--- src/rtl/risc_div_pkg.sv ---
// Shared constants and types for the memory-mapped iterative divider.
package risc_div_pkg;

    localparam int unsigned DATA_W    = 32;
    localparam int unsigned CNT_W     = 6;
    localparam int unsigned NUM_STEPS = 32;

    // Word offsets within the 16-word register window
    localparam logic [3:0] OFF_DIVIDEND  = 4'd0;
    localparam logic [3:0] OFF_DIVISOR   = 4'd1;
    localparam logic [3:0] OFF_CTRL      = 4'd2;
    localparam logic [3:0] OFF_QUOTIENT  = 4'd3;
    localparam logic [3:0] OFF_REMAINDER = 4'd4;

    // CTRL write bits
    localparam int unsigned CTRL_START  = 0;
    localparam int unsigned CTRL_SIGNED = 1;

    // STATUS read bits
    localparam int unsigned STAT_BUSY   = 0;
    localparam int unsigned STAT_DONE   = 1;
    localparam int unsigned STAT_DBZ    = 2;
    localparam int unsigned STAT_SIGNED = 3;

    typedef enum logic [1:0] {
        S_IDLE = 2'd0,
        S_RUN  = 2'd1,
        S_FIX  = 2'd2
    } state_t;

endpackage

--- src/rtl/restoring_div_step.sv ---
// One restoring-division step: shift in a dividend bit, trial subtract, emit quotient bit.
module restoring_div_step
    import risc_div_pkg::*;
(
    input  logic [DATA_W-1:0] rem_in,
    input  logic              dvd_bit,
    input  logic [DATA_W-1:0] divisor,
    output logic [DATA_W-1:0] rem_out,
    output logic              q_bit
);

    logic [DATA_W-1:0] low;

    // The shifted remainder is 33 bits; rem_in[31] set means it exceeds any divisor
    always_comb begin
        low     = {rem_in[DATA_W-2:0], dvd_bit};
        q_bit   = rem_in[DATA_W-1] | (low >= divisor);
        rem_out = q_bit ? (low - divisor) : low;
    end

endmodule

--- src/rtl/divider_responder.sv ---
// Memory-mapped 32-bit iterative divider on the EX-stage data bus.
module divider_responder
    import risc_div_pkg::*;
#(
    parameter logic [31:0] BASE_ADDR = 32'h0000_FF00
) (
    input  logic              clk,
    input  logic              rst,
    input  logic              mw,
    input  logic [31:0]       addr,
    input  logic [31:0]       wdata,
    output logic [31:0]       rdata,
    output logic              busy,
    output logic              done_irq
);

    state_t state, next_state;

    logic [DATA_W-1:0] dividend_q, divisor_q, quotient_q, remainder_q;
    logic              done_q, dbz_q, signed_q;
    logic [DATA_W-1:0] work_rem, work_dvd, work_dsr;
    logic [CNT_W-1:0]  cnt;
    logic              neg_quo, neg_rem;

    logic              sel, wr_en, ctrl_wr, start, go, dbz_hit, last_step;
    logic [3:0]        off;
    logic [DATA_W-1:0] step_rem;
    logic              step_q;

    // Bus decode; every write is dropped while a division is in flight
    always_comb begin
        sel       = (addr[31:4] == BASE_ADDR[31:4]);
        off       = addr[3:0];
        wr_en     = mw && sel && (state == S_IDLE);
        ctrl_wr   = wr_en && (off == OFF_CTRL);
        start     = ctrl_wr && wdata[CTRL_START];
        go        = start && (divisor_q != '0);
        dbz_hit   = start && (divisor_q == '0);
        last_step = (cnt == CNT_W'(NUM_STEPS - 1));
    end

    restoring_div_step u_step (
        .rem_in  (work_rem),
        .dvd_bit (work_dvd[DATA_W-1]),
        .divisor (work_dsr),
        .rem_out (step_rem),
        .q_bit   (step_q)
    );

    always_ff @(posedge clk or posedge rst) begin
        if (rst) state <= S_IDLE;
        else     state <= next_state;
    end

    always_comb begin
        next_state = state;
        case (state)
            S_IDLE:  if (go) next_state = S_RUN;
            S_RUN:   if (last_step) next_state = S_FIX;
            S_FIX:   next_state = S_IDLE;
            default: next_state = S_IDLE;
        endcase
    end

    always_ff @(posedge clk or posedge rst) begin
        if (rst) begin
            busy     <= 1'b0;
            done_irq <= 1'b0;
        end else begin
            busy     <= (next_state != S_IDLE);
            done_irq <= (state == S_FIX) || dbz_hit;
        end
    end

    // Register file and iteration datapath
    always_ff @(posedge clk or posedge rst) begin
        if (rst) begin
            dividend_q  <= '0;
            divisor_q   <= '0;
            quotient_q  <= '0;
            remainder_q <= '0;
            done_q      <= 1'b0;
            dbz_q       <= 1'b0;
            signed_q    <= 1'b0;
            work_rem    <= '0;
            work_dvd    <= '0;
            work_dsr    <= '0;
            cnt         <= '0;
            neg_quo     <= 1'b0;
            neg_rem     <= 1'b0;
        end else begin
            if (wr_en && off == OFF_DIVIDEND) dividend_q <= wdata;
            if (wr_en && off == OFF_DIVISOR)  divisor_q  <= wdata;
            if (ctrl_wr) begin
                signed_q <= wdata[CTRL_SIGNED];
                done_q   <= 1'b0;
                dbz_q    <= 1'b0;
            end
            if (dbz_hit) begin
                quotient_q  <= '1;
                remainder_q <= dividend_q;
                done_q      <= 1'b1;
                dbz_q       <= 1'b1;
            end
            if (go) begin
                work_dvd <= (wdata[CTRL_SIGNED] && dividend_q[DATA_W-1]) ? -dividend_q : dividend_q;
                work_dsr <= (wdata[CTRL_SIGNED] && divisor_q[DATA_W-1])  ? -divisor_q  : divisor_q;
                work_rem <= '0;
                cnt      <= '0;
                neg_quo  <= wdata[CTRL_SIGNED] && (dividend_q[DATA_W-1] ^ divisor_q[DATA_W-1]);
                neg_rem  <= wdata[CTRL_SIGNED] && dividend_q[DATA_W-1];
            end
            // Quotient bits shift into the low end of the dividend register
            if (state == S_RUN) begin
                work_rem <= step_rem;
                work_dvd <= {work_dvd[DATA_W-2:0], step_q};
                cnt      <= cnt + CNT_W'(1);
            end
            if (state == S_FIX) begin
                quotient_q  <= neg_quo ? -work_dvd : work_dvd;
                remainder_q <= neg_rem ? -work_rem : work_rem;
                done_q      <= 1'b1;
            end
        end
    end

    always_comb begin
        rdata = '0;
        if (sel) begin
            case (off)
                OFF_DIVIDEND:  rdata = dividend_q;
                OFF_DIVISOR:   rdata = divisor_q;
                OFF_CTRL: begin
                    rdata[STAT_BUSY]   = busy;
                    rdata[STAT_DONE]   = done_q;
                    rdata[STAT_DBZ]    = dbz_q;
                    rdata[STAT_SIGNED] = signed_q;
                end
                OFF_QUOTIENT:  rdata = quotient_q;
                OFF_REMAINDER: rdata = remainder_q;
                default:       rdata = '0;
            endcase
        end
    end

endmodule

--- config.mk ---
export PLATFORM = sky130hd
export DESIGN_NAME = divider_responder
export DESIGN_NICKNAME = d
export VERILOG_FILES = /design/src/rtl/risc_div_pkg.sv /design/src/rtl/restoring_div_step.sv /design/src/rtl/divider_responder.sv
export SDC_FILE = /design/constraint.sdc
export NUM_CORES = 1
export LEC_CHECK = 0
export CORE_ASPECT_RATIO = 1.4
export CORE_MARGIN = 1.5
export CORE_UTILIZATION = 50
export CTS_CLUSTER_DIAMETER = 200
export DETAILED_ROUTE_END_ITERATION = 6
export PLACE_DENSITY = 0.68
export SLEW_MARGIN = 10
export SYNTH_ARGS = -nofsm -noshare
export SYNTH_HDL_FRONTEND = slang
export SYNTH_SLANG_ARGS = --single-unit
--- constraint.sdc ---
create_clock -name clk -period 9.92 [get_ports clk]
set_clock_uncertainty 0.2 [all_clocks]
set_input_delay 2.48 -clock clk [delete_from_list [all_inputs] [get_ports clk]]
set_output_delay 2.48 -clock clk [all_outputs]
set_load 0.03 [all_outputs]
==> impl_metrics.toml <==
[critical_path]
start_kind = "primary input"
path_max_fanout = 17
crit_path_max_incr_delay_ns = 0.69
slowest_stage = "clkdlybuf4s50_1"
path_cells = "clkdlybuf4s50_1 > or4b_1 > nor4_1 > nand4b_1 > nand2b_1 > buf_4 > a21oi_1 > clkdlybuf4s50_1"
cp.required_ns = 7.24
critPathKind = "primary input to primary output"
crit_top_cell = "clkdlybuf4s50_1"
endpoint_kind = "primary output"
worstPathArrival_ns = 5.83

[synthesis]
ys.warnings.count = 0
syn_area_per_cell_sq_um = 8.96
synthMuxAreaShare_pct = 5.18
synth_top_family_by_area = "compound AO/OA/AOI/OAI gates"
ys.flop_type = "dfrtp_1"
synth_edf_count = 0
synth_fa_ha_area_share_pct = 3.33
yosysTopAreaCellShare_pct = 41.2
ys_top_cells_by_area = "dfrtp_1 41%, xor2_1 5.9%, a21oi_1 4.3%"
syn_area_sq_mm = 0.0145
synth.distinct_cells = 73
synthXorXnorAreaFrac_pct = 8.93
synthCells = 1620
synthSimpleGateAreaFrac_pct = 15.4
synth.net_count = 1725
synth_compound_area_share_pct = 21.7
seq_area_frac_synth_pct = 41.2
synth-async-reset-ratio_pct = 100
synth.largest_area_cell = "dfrtp_1"
synth-seq-cells = 239

[die]
core_area_sq_mm = 0.0285
die-area_sq_mm = 0.0301
fp.dieW_um = 147
num_rows = 73
die_h_um = 205
num_io_pins = 101
initial_core_util_pct = 50.9

[clock_network]
clk_pin_slew_ns = 0.06
ctsLongestPathBuffers = 3
ctsResizeCount = 0
cts_tree = "built"
hold_buffers = 0
root_buffer = "clkbuf_16"
cts-buffers-inserted = 24
cts_max_level = 1
cts_sinks = 239
post_cts_buffers = 0
insertion_delay_ns = 0.54

[sta]
period_needed_ns = 8.51
tightest_slew_ns = 1.28
rsz0062_at_grt = "no"
fin_crit_sh_pct = 85.8
slew_violations = 0
setup_violations = 0
fin_tns_setup_ns = 0
slew_headroom_pct = 14.7
final-hold-violation-count = 0
max_freq_ghz = 0.118

[routing]
drt-initial-drc-count = 1069
via_per_inst = 6.18
dr.pass1.iters = 7
num_vias = 12600
ant_nets = 0
wl_um = 43700
wl_per_cell_um = 21.4
drcViolationCount = 0

[layout]
nNetsFinal = 1758
multi_input_area_sq_mm = 0.00798
drive_above_1_share_pct = 7.33
syn_to_final_growth_pct = 13.8
num-fill-cells = 2586
n_antenna_cell = 0
regArea_sq_mm = 0.00598

[global_route]
antenna_found_initial = 0
grt_first_pass_wirelength_um = 69100
gr-total-overflow = 0
grt_max_degree = 144
gr-usage-all-layers_pct = 29.1
grt_pass1_vias = 12200

[hold_path]
hold_path.class = "flip-flop to flip-flop"

[pwr]
leakagePower_nw = 6.76
internal-power_mw = 1.54
ir_drop_mv = 0.0912
p_comb_share_pct = 3.3
power_mw = 1.96
pwr_density_cell_mw_per_mm2 = 119
swShare_pct = 21.5
p_clk_share_pct = 46.9
netSwitchingPower_mw = 0.420
seqPwrFrac_pct = 49.7

[placement]
io_buffers = 100
gp_congestion = 0.842
dpl.hpwl_um = 30600

[run_status]
outcome = "finished clean"

[flow_run]
drv_cap = 0
layer usage:
| metal | vias up | wire [um] | track usage (%) |
|---|---|---|---|
| met5 | - | 0 | 0 |
| met4 | 0 | 1260 | 9.64 |
| met2 | 361 | 21700 | 50.9 |
| met1 | 6258 | 18200 | 37.9 |
| met3 | 63 | 2530 | 2.94 |
| li1 | 5927 | - | - |
area by class of cell:
cell class                      count  share of cell area (%)
Sequential cell                   239                    36.2
Clock inverter                      3                   0.394
Tap cell                          375                    2.84
Timing Repair Buffer              116                    6.79
Inverter                           52                    1.23
Clock buffer                       34                    4.23
Multi-Input combinational cell   1220                    48.3
power groups by stage:
stage / Sequential, mW / Clock, mW / Combinational [mW]
final: 0.975 / 0.919 / 0.0655
after global routing: 0.974 / 0.958 / 0.0718
after CTS: 0.975 / 0.927 / 0.0665
after detailed placement: 0.993 / 0 / 0.0662
after global placement: 0.993 / 0 / 0.0659
after floorplan: 0.993 / 0 / 0.0238
synth_stat cells, types with 13 or more instances:
cell type  count
nand3_1       42
mux2_2        46
a22oi_1       22
o31ai_1       25
o21ai_0      122
ha_1          37
nor4_1        15
clkbuf_1      88
nand2_1      163
nor2_1       118
a21oi_1      124
a222oi_1      32
nor3_1        32
o21ai_1       50
nand2b_1      15
xor2_1        97
xnor2_1       51
o41ai_1       13
inv_1         51
a31oi_1       13
dfrtp_1      239
a21o_1        13
a221o_1       19
o22ai_1       17
metrics by stage:
stage | hold WS, ns | area [sq um] | cells | setup slack [ns] | utilization (%)
3_5_place_dp | 0.270 | 15800 | 2002 | 1.43 | 55.3
5_1_grt | 0.313 | 16500 | 2039 | 1.17 | 58.0
6_report | 0.287 | 16500 | 2039 | 1.41 | 58.0
2_1_floorplan | 0.247 | 14500 | 1620 | 0.680 | -
3_3_place_gp | 0.261 | 15800 | 2002 | 1.45 | 55.3
4_1_cts | 0.288 | 16500 | 2039 | 1.42 | 58.0
worst paths after layout:
path	slack, ns	from	depth (start not counted)	endpoint
worst max-delay path	1.41	addr[5]	8	rdata[31]
worst min register to register	0.29	cnt[5]	1	state[1]
max in group asynchronous	5.82	rst	3	dividend_q[2]
worst min-delay path	0.29	cnt[5]	1	state[1]
min in group asynchronous	2.32	rst	2	quotient_q[12]
worst max register to register	5.40	divisor_q[10]	8	remainder_q[12]
kinds of logic (layout without fill, tap and decap cells):
| family | Yosys count | in the layout |
|---|---|---|
| compound gates | 497 | 497 |
| simple gates | 469 | 469 |
| flops | 239 | 239 |
| buf+inv | 161 | 205 |
| xor+xnor | 148 | 148 |
| mux | 68 | 68 |
| fa+ha+maj | 38 | 38 |
layout by cell type (no fill, tap or decap), drive strengths merged, types with 12 or more instances in the layout:
cell type and count:
o22ai 17, or3 13, a222oi 32, xnor2 51, nand2b 17, clkbuf 34, nand3 42, a31oi 13
buf 16, inv 52, or4 13, a22oi 22, nor2 119, clkdlybuf4s50 100, a221o 19, nand4 12
nand2 163, xor2 97, ha 37, a21o 13, nor4 15, mux2 57, nor3 33, o41ai 14
a21oi 125, dfrtp 239, o31ai 26, o21ai 172
worst max-delay path, delay by kind of cell:
kind,cells,cell delay [ns]
simple gates,4,1.75
buf+inv,3,1.42
compound gates,1,0.16
sequential cells by signal (all words and copies together), names as in the netlist, 6 cells and up:
signal and count:
dividend_q 32, divisor_q 32, quotient_q 32, remainder_q 32
work_dsr 32, work_dvd 32, work_rem 32, cnt 6
No activity file was read; power rests on OpenSTA's default activity.
